[src/rtl/pic_params.sv]
// rtl/pic_params.sv - shared sizing, addresses and FSM encoding for the banked file register
package pic_params;
  localparam int DWIDTH           = 8;
  localparam int NUM_FREGS        = 32;
  localparam int L2_NUM_FREG      = 5;
  localparam int NUM_BANKS        = 2;
  localparam int L2_NUM_BANKS     = 1;
  localparam int NUM_SHARED       = 16;
  localparam int NUM_EXPOSED_REGS = 4;
  localparam int INDF_REG_ADDR    = 0;
  localparam int FSR_REG_ADDR     = 4;
  localparam int EXPOSED_BASE     = 16;

  typedef enum logic {
    ST_CLEAR = 1'b0,
    ST_RUN   = 1'b1
  } state_t;
endpackage

[src/rtl/reg_file_addr_map.sv]
// rtl/reg_file_addr_map.sv - resolves direct/indirect access into a physical index and flags
module reg_file_addr_map #(
  parameter int L2_NUM_FREG      = pic_params::L2_NUM_FREG,
  parameter int L2_NUM_BANKS     = pic_params::L2_NUM_BANKS,
  parameter int NUM_SHARED       = pic_params::NUM_SHARED,
  parameter int NUM_EXPOSED_REGS = pic_params::NUM_EXPOSED_REGS,
  parameter int INDF_REG_ADDR    = pic_params::INDF_REG_ADDR,
  parameter int EXW              = 2
) (
  input  logic [L2_NUM_FREG-1:0]              addr,
  input  logic [L2_NUM_BANKS-1:0]             bank_i,
  input  logic [L2_NUM_FREG+L2_NUM_BANKS-1:0] fsr,
  output logic [L2_NUM_FREG+L2_NUM_BANKS-1:0] phys_idx,
  output logic                                is_indf_self,
  output logic                                exposed_hit,
  output logic [EXW-1:0]                      exposed_idx
);
  import pic_params::*;

  logic                    is_indf;
  logic [L2_NUM_FREG-1:0]  eff_addr;
  logic [L2_NUM_BANKS-1:0] sel_bank;
  logic [L2_NUM_BANKS-1:0] eff_bank;
  int                      eff_int;

  always_comb begin
    is_indf      = (addr == L2_NUM_FREG'(INDF_REG_ADDR));
    eff_addr     = is_indf ? fsr[L2_NUM_FREG-1:0] : addr;
    sel_bank     = is_indf ? fsr[L2_NUM_FREG +: L2_NUM_BANKS] : bank_i;
    eff_int      = int'(eff_addr);
    // The shared low region is checked after indirection so INDF honours it too.
    eff_bank     = (eff_int < NUM_SHARED) ? '0 : sel_bank;
    phys_idx     = {eff_bank, eff_addr};
    is_indf_self = is_indf && (eff_int == INDF_REG_ADDR);
    exposed_hit  = (eff_bank == '0) && (eff_int >= EXPOSED_BASE) &&
                   (eff_int < EXPOSED_BASE + NUM_EXPOSED_REGS);
    exposed_idx  = EXW'(eff_int - EXPOSED_BASE);
  end
endmodule

[src/rtl/reg_file_banked.sv]
// rtl/reg_file_banked.sv - banked file register with clearing sweep; REG_FILE_FSR_POSTINC_EN adds FSR post-increment on INDF
module reg_file_banked #(
  parameter int DWIDTH           = pic_params::DWIDTH,
  parameter int NUM_FREGS        = pic_params::NUM_FREGS,
  parameter int L2_NUM_FREG      = pic_params::L2_NUM_FREG,
  parameter int NUM_BANKS        = pic_params::NUM_BANKS,
  parameter int L2_NUM_BANKS     = pic_params::L2_NUM_BANKS,
  parameter int NUM_SHARED       = pic_params::NUM_SHARED,
  parameter int NUM_EXPOSED_REGS = pic_params::NUM_EXPOSED_REGS,
  parameter int INDF_REG_ADDR    = pic_params::INDF_REG_ADDR,
  parameter int FSR_REG_ADDR     = pic_params::FSR_REG_ADDR
) (
  input  logic                               clk,
  input  logic                               rst,
  input  logic [L2_NUM_FREG-1:0]             addr,
  input  logic [L2_NUM_BANKS-1:0]            bank_i,
  input  logic [DWIDTH-1:0]                  data_bus_i,
  input  logic                               rden,
  input  logic                               wren,
  output logic [DWIDTH-1:0]                  data_bus_o,
  output logic                               rd_valid,
  output logic                               busy,
  input  logic [NUM_EXPOSED_REGS-1:0]        ext_wr,
  input  logic [DWIDTH*NUM_EXPOSED_REGS-1:0] ext_data,
  output logic [NUM_EXPOSED_REGS-1:0]        exposed_wr_strobe,
  output logic [DWIDTH*NUM_EXPOSED_REGS-1:0] exposed_reg_file
);
  import pic_params::*;

  localparam int DEPTH = NUM_BANKS * NUM_FREGS;
  localparam int IDXW  = L2_NUM_FREG + L2_NUM_BANKS;
  localparam int EXW   = (NUM_EXPOSED_REGS > 1) ? $clog2(NUM_EXPOSED_REGS) : 1;

  state_t            state, state_nxt;
  logic [IDXW-1:0]   clr_cnt;
  logic [DWIDTH-1:0] mem [DEPTH];
  logic [DWIDTH-1:0] fsr;
  logic [DWIDTH-1:0] rd_data;
  logic [IDXW-1:0]   phys_idx;
  logic [EXW-1:0]    exposed_idx;
  logic              is_indf_self, exposed_hit;
  logic              run, rd_acc, core_wr, fsr_wr;

  reg_file_addr_map #(
    .L2_NUM_FREG(L2_NUM_FREG), .L2_NUM_BANKS(L2_NUM_BANKS), .NUM_SHARED(NUM_SHARED),
    .NUM_EXPOSED_REGS(NUM_EXPOSED_REGS), .INDF_REG_ADDR(INDF_REG_ADDR), .EXW(EXW)
  ) u_addr_map (
    .addr(addr), .bank_i(bank_i), .fsr(fsr[IDXW-1:0]), .phys_idx(phys_idx),
    .is_indf_self(is_indf_self), .exposed_hit(exposed_hit), .exposed_idx(exposed_idx)
  );

  assign run     = (state == ST_RUN);
  assign busy    = !run;
  assign rd_acc  = run && rden;
  assign core_wr = run && wren && !is_indf_self;
  assign fsr_wr  = core_wr && (phys_idx == IDXW'(FSR_REG_ADDR));
  // FSR lives in its own flop so it resets asynchronously; its array slot is never read.
  assign rd_data = is_indf_self ? '0 :
                   (phys_idx == IDXW'(FSR_REG_ADDR)) ? fsr : mem[phys_idx];

`ifdef REG_FILE_FSR_POSTINC_EN
  logic            indf_acc;
  logic [IDXW-1:0] fsr_inc;
  assign indf_acc = run && (rden || wren) && (addr == L2_NUM_FREG'(INDF_REG_ADDR));
  assign fsr_inc  = fsr[IDXW-1:0] + 1'b1;
`endif

  always_ff @(posedge clk or negedge rst) begin
    if (!rst) state <= ST_CLEAR;
    else      state <= state_nxt;
  end

  always_comb begin
    state_nxt = state;
    case (state)
      ST_CLEAR: if (clr_cnt == IDXW'(DEPTH - 1)) state_nxt = ST_RUN;
      ST_RUN:   state_nxt = ST_RUN;
      default:  state_nxt = ST_CLEAR;
    endcase
  end

  always_ff @(posedge clk or negedge rst) begin
    if (!rst) begin
      clr_cnt           <= '0;
      fsr               <= '0;
      data_bus_o        <= '0;
      rd_valid          <= 1'b0;
      exposed_wr_strobe <= '0;
    end else begin
      rd_valid          <= rd_acc;
      exposed_wr_strobe <= '0;
      if (!run) clr_cnt <= clr_cnt + 1'b1;
      if (rd_acc) data_bus_o <= rd_data;
      if (core_wr && exposed_hit) exposed_wr_strobe[exposed_idx] <= 1'b1;
`ifdef REG_FILE_FSR_POSTINC_EN
      if (indf_acc) fsr <= DWIDTH'(fsr_inc);
`endif
      if (fsr_wr) fsr <= data_bus_i;
    end
  end

  // Core write is issued last so it overrides a same-edge peripheral write.
  always_ff @(posedge clk) begin
    if (!run) begin
      mem[clr_cnt] <= '0;
    end else begin
      for (int ii = 0; ii < NUM_EXPOSED_REGS; ii++) begin
        if (ext_wr[ii]) mem[IDXW'(EXPOSED_BASE + ii)] <= ext_data[ii*DWIDTH +: DWIDTH];
      end
      if (core_wr) mem[phys_idx] <= data_bus_i;
    end
  end

  for (genvar gi = 0; gi < NUM_EXPOSED_REGS; gi++) begin : g_exposed
    assign exposed_reg_file[gi*DWIDTH +: DWIDTH] = mem[EXPOSED_BASE + gi];
  end
endmodule

[config.mk]
export PLATFORM = sky130hd
export DESIGN_NAME = reg_file_banked
export DESIGN_NICKNAME = d
export VERILOG_FILES = /design/src/rtl/pic_params.sv /design/src/rtl/reg_file_addr_map.sv /design/src/rtl/reg_file_banked.sv
export SDC_FILE = /design/constraint.sdc
export NUM_CORES = 1
export LEC_CHECK = 0
export ABC_AREA = 1
export CAP_MARGIN = 30
export CORE_AREA = 2 2 200 202
export DETAILED_ROUTE_END_ITERATION = 16
export DIE_AREA = 0 0 202 204
export DONT_BUFFER_PORTS = 1
export PLACE_DENSITY = 0.67
export REMOVE_ABC_BUFFERS = 1
export SLEW_MARGIN = 20
export SYNTH_ARGS = -nofsm -noshare
export SYNTH_HDL_FRONTEND = slang
export SYNTH_SLANG_ARGS = --single-unit
[constraint.sdc]
create_clock -name clk -period 2.4 [get_ports clk]
set_input_delay 0.72 -clock clk [delete_from_list [all_inputs] [get_ports clk]]
set_output_delay 0.72 -clock clk [all_outputs]
set_load 0.1 [all_outputs]
# Word-level counts from Yosys, hierarchy flattened
# Memories as Yosys holds them, arrays and structs flattened.
# Cells that the tools add are included.
[totals] word_cells=61 out_inout_bits=46 register_bits=28 mem_bits_rw=512 romBits=0 inputBits=54 n_memories=1 latch_bits=0
[memory_table] name="mem" words=64 width=8 rd=5 rd_ports_with_merged_regs=0 wr=5 line_no="reg_file_banked.sv:36" rtl="logic [DWIDTH-1:0] mem [DEPTH];"
[classes] magnitude_cmp=5 n_reduce_logical=14 addsub=2 eq_ne=2 mul=0 n_mux=29 div_mod_pow=0 shift=0 n_bitwise=2
[op_table] op="$mux 8" n=3
[op_table] op="$mux 1" n=21
[op_table] op="$logic_not 5->1" n=2
[op_table] op="$lt 5x5->1 const B" n=2
[op_table] op="$logic_and 1x1->1" n=9
[op_table] op="$reduce_or 8->1" n=1
[op_table] op="$add 6x1->6 const B" n=1
[op_table] op="$eq 6x3->1 const B" n=1
[op_table] op="$eq 6x6->1 const B" n=1
[op_table] op="$mux 6" n=1
[op_table] op="$ge 5x5->1 const B" n=1
[op_table] op="$mux 5" n=1
[op_table] op="$mux 4" n=1
[op_table] op="$lt 2x3->1 const B" n=1
[op_table] op="$demux 1 s2" n=1
[op_table] op="$ge 2x1->1 const B" n=1
[op_table] op="$logic_not 1->1" n=2
[op_table] op="$not 1->1" n=2
[op_table] op="$pmux 1 s2" n=1
[op_table] op="$sub 2x1->2 const B" n=1

# Depth between registers and ports, before layout
[logic_depth] word_depth=9 ltp_mapped=19 depth_no_buf=16

# Cells and area by module
# A second synthesis with hierarchy kept.
[hier_totals] cells_unflattened=2115 hier_area_um2=22934.5
[by_module_without_submodules] module="reg_file_banked" seq_area_each_um2=16075.4 area_each_um2=22746.8 n_inst=1 cells_each=2079
[by_module_without_submodules] module="reg_file_addr_map" seq_area_each_um2=0.0 area_each_um2=187.7 n_inst=1 cells_each=36

# Least setup slack after synthesis
# OpenSTA, ideal clock, no wires.
[synth_path] kind="input to register" from="input addr[3]" to="memory mem[0][1] (data pin)" cell_stages=8 setup_slack_ns=-0.899 path_buffers=1 setup_ns=0.430 t_arrival_ns=2.869 t_required_ns=1.970 path_cell_list="nor2_2 > nand3_4 > o21bai_4 > nor2_2 > nand3_2 > nand2_2 > buf_2 > nor2_1"
[synth_rtl] element="from (decl)" line_no="reg_file_banked.sv:15" rtl="input logic [L2_NUM_FREG-1:0] addr,"
[synth_rtl] element="to (decl)" line_no="reg_file_banked.sv:36"

==> flow_summary.yaml <==
setup_path:
  startpoint_type: "flip-flop"
  end_kind: "flip-flop"
  r2r-start: "fsr[1]"
  cp.required_ns: 2.67
  reg2reg_to: "mem[19][1]"
  crit_type: "reg2reg"
  r2r_cells: 13
  critPathArrivalTime_ns: 2.70
  critPathMaxFanout: 8
  cp-startpoint: "fsr[1]"
  r2r_slack_ns: -0.03
route:
  drt_iter0_drc: 1670
  ant_nets: 0
  routed-via-count: 14800
  viasPerCell: 5.33
  wl_um: 55000
  drt-pass1-iter-count: 6
  wire_per_inst_um: 19.8
  drc: 0
timing:
  rsz0062_at_grt: "true"
  period_needed_ns: 2.43
  drv_slew: 0
  setup_tns_ns: -0.481
  setup_viol: 37
  finalWorstSetupSlack_ns: -0.0303
  hold_viol_final: 0
  relSlewSlack_pct: 57.6
  tightest_slew_ns: 0.635
  post-route-period-util_pct: 101
  finClkSkew_ns: 0.0121
  max_clock_freq_ghz: 0.411
die:
  io_pins: 100
  dieWidth_um: 202
  row_count: 73
  fp.dieH_um: 204
  die_area_um2: 41200
  start_util_pct: 49.4
  core_um2: 39200
worst_hold_path:
  hp-class: "in2reg"
  holdPathStages: 2
  hold_end: "fsr[5]"
  min_from: "data_bus_i[5]"
outcome:
  status: "finished with violations"
  violations: "setup timing"
placement:
  dp.cells: 2687
  port_buffers: 0
  place.gp.congestion: 0.889
  hpwl_um: 33500
  placed_area_um2: 21600
final_layout:
  synthToLayoutAreaGrowth_pct: 22.7
  nets: 2281
  fin_area_um2: 23800
  final_core_util_pct: 60.7
  fin_cells: 2779
  antenna_cells: 0
  num-fill-cells: 3175
  drive_above_1_share_pct: 16.2
global_routing:
  antenna_found_initial: 0
  track_usage_pct: 25.7
  grt_pass1_wl_um: 80600
  overflow: 0
  grt_max_degree: 104
  grt_pass1_vias: 14300
cts:
  clock_sinks: 412
  cts.clk_slew.worst_paths_ns: 0.06
  cts_buffer_depth: 3
  cts_tree: "built"
  cts-buffers-inserted: 43
  root_buffer: "clkbuf_16"
  cts-htree-levels: 2
  worstSkewPairLatency_ns: 0.56
synth:
  avgSynthCellArea_um2: 9.41
  ys_seq_area_share_pct: 63.1
  syn-instance-count: 2058
  synth_cell_types: 31
  synth-seq-cells: 412
  synth_area_um2: 19400
  yosys_warnings: 0
power_and_ir_drop:
  cellPowerDensity_nw_per_um2: 610
  p_leak_nw: 10.6
  max-vdd-ir-drop_mv: 0.525
run:
  maxCapViolCount: 0
## placed cells by master (no fill, tap or decap), types with 3 or more instances in the layout
cell type	instances
o21ai_4	4
clkinv_2	4
nand2_2	6
buf_12	30
clkinv_1	11
buf_6	54
dfrtp_1	28
clkbuf_8	4
buf_4	123
o21ai_2	6
nor2_1	27
nand3_2	5
edfxtp_1	384
xor2_1	4
inv_1	301
a21oi_1	4
buf_16	4
nor2_4	26
buf_8	3
inv_2	7
clkbuf_16	50
o21ai_0	80
clkbuf_1	9
nand2_1	792
nand3_4	6
nand3b_1	128
nor2_2	24
nand3_1	112
## cell usage after synthesis
cell type,n,area [um2]
inv_1,302,1130
nand3b_1,128,961
o21ai_0,80,400
nor2_2,7,43.8
nand3_4,1,17.5
buf_1,13,48.8
nand3_1,119,596
clkinv_1,1,3.75
nand2_2,1,6.26
o21bai_4,2,37.5
nor2_1,69,259
and2_2,1,7.51
nor3_1,1,5.00
nor2_4,1,11.3
ha_1,1,12.5
buf_4,2,15.0
nand3_2,3,30.0
nand4_2,1,12.5
a21oi_1,4,20.0
o21ai_2,5,43.8
nand2_1,800,3000
nor4_1,1,6.26
o21ai_1,7,35.0
inv_2,7,26.3
buf_2,30,150
xnor2_1,1,8.76
edfxtp_1,384,11500
dfrtp_1,28,701
clkbuf_1,53,199
mux2i_1,1,10.0
xor2_1,4,35.0
## worst max-delay path by stage
stage	slack, ns	end	cells after the start
2_1_floorplan	-7.16	mem[0][0]	7
3_3_place_gp	-0.60	mem[4][4]	14
4_1_cts	0.006	mem[57][3]	14
3_5_place_dp	-0.66	mem[4][0]	15
6_report	-0.03	mem[19][1]	13
5_1_grt	-0.08	mem[18][1]	14
## critical path, stage by stage, from the launching register on
cell	delay, ns
dfrtp_1	0.40
inv_2	0.09
nor2_4	0.04
nor2_4	0.11
inv_2	0.07
nor2_4	0.14
nand3_4	0.15
nand2_8	0.16
nand2_2	0.06
o21ai_2	0.07
and2_4	0.21
nand3_4	0.20
o21ai_2	0.23
buf_6	0.17
## cell families after synthesis
family / Yosys count / share of synthesized area [%]
DFF: 412 / 63.1
AOI/OAI and AO/OA: 98 / 2.77
muxes: 1 / 0.0517
adders and majority gates: 1 / 0.0646
xor gates and xnor gates: 5 / 0.226
and+or+nand+nor: 1133 / 25.6
buffers and inverters: 408 / 8.14
## area by class of cell
class                      count  area, um2  area share, %
tap                          525        657           2.76
timing repair buffer         220       2420           10.2
clock inverter                15       87.6          0.369
sequential                   412      12200           51.5
clock buffer                  58       1210           5.11
inverter                     310       1170           4.91
multi-input combinational   1239       5990           25.2
## sequential cells by signal, indices dropped and copies added, names as in the netlist
name	count
fsr	8
data_bus_o	8
run	1
exposed_wr_strobe	4
rd_valid	1
mem	384
clr_cnt	6
## per-layer routing
layer / GRT usage [%] / vias up / part of all wire, %
li1: - / 6911 / -
met1: 34.1 / 7100 / 40
met2: 42.3 / 686 / 48
met3: 4.45 / 122 / 8.7
met4: 10.2 / 0 / 3.5
met5: 0 / - / 0
## per-stage QoR
stage          hold slack, ns  worst slack (ns)  total power [mW]
2_1_floorplan           0.424             -7.16              8.10
3_3_place_gp            0.425            -0.603              8.30
3_5_place_dp            0.425            -0.659              8.30
4_1_cts                 0.352           0.00612              14.5
5_1_grt                 0.369           -0.0801              14.9
6_report                0.375           -0.0303              14.5
## report_power, final
group / switching (mW) / internal, mW
clock: 2.66 / 3.62
combinational: 0.355 / 0.129
sequential: 0 / 7.74
## what timing repair did
| item | CTS | global route |
|---|---|---|
| hold buffers | 2 | 0 |
| endpoints found under the hold margin | 28 | 0 |
| endpoints found under the setup margin | 400 | 416 |
| pin swaps | 0 | 12 |
| gates resized for setup | 11 | 146 |
| gates cloned | 1 | 5 |
| buffers inserted | 1 | 10 |
(Power assumes the default switching activity.)
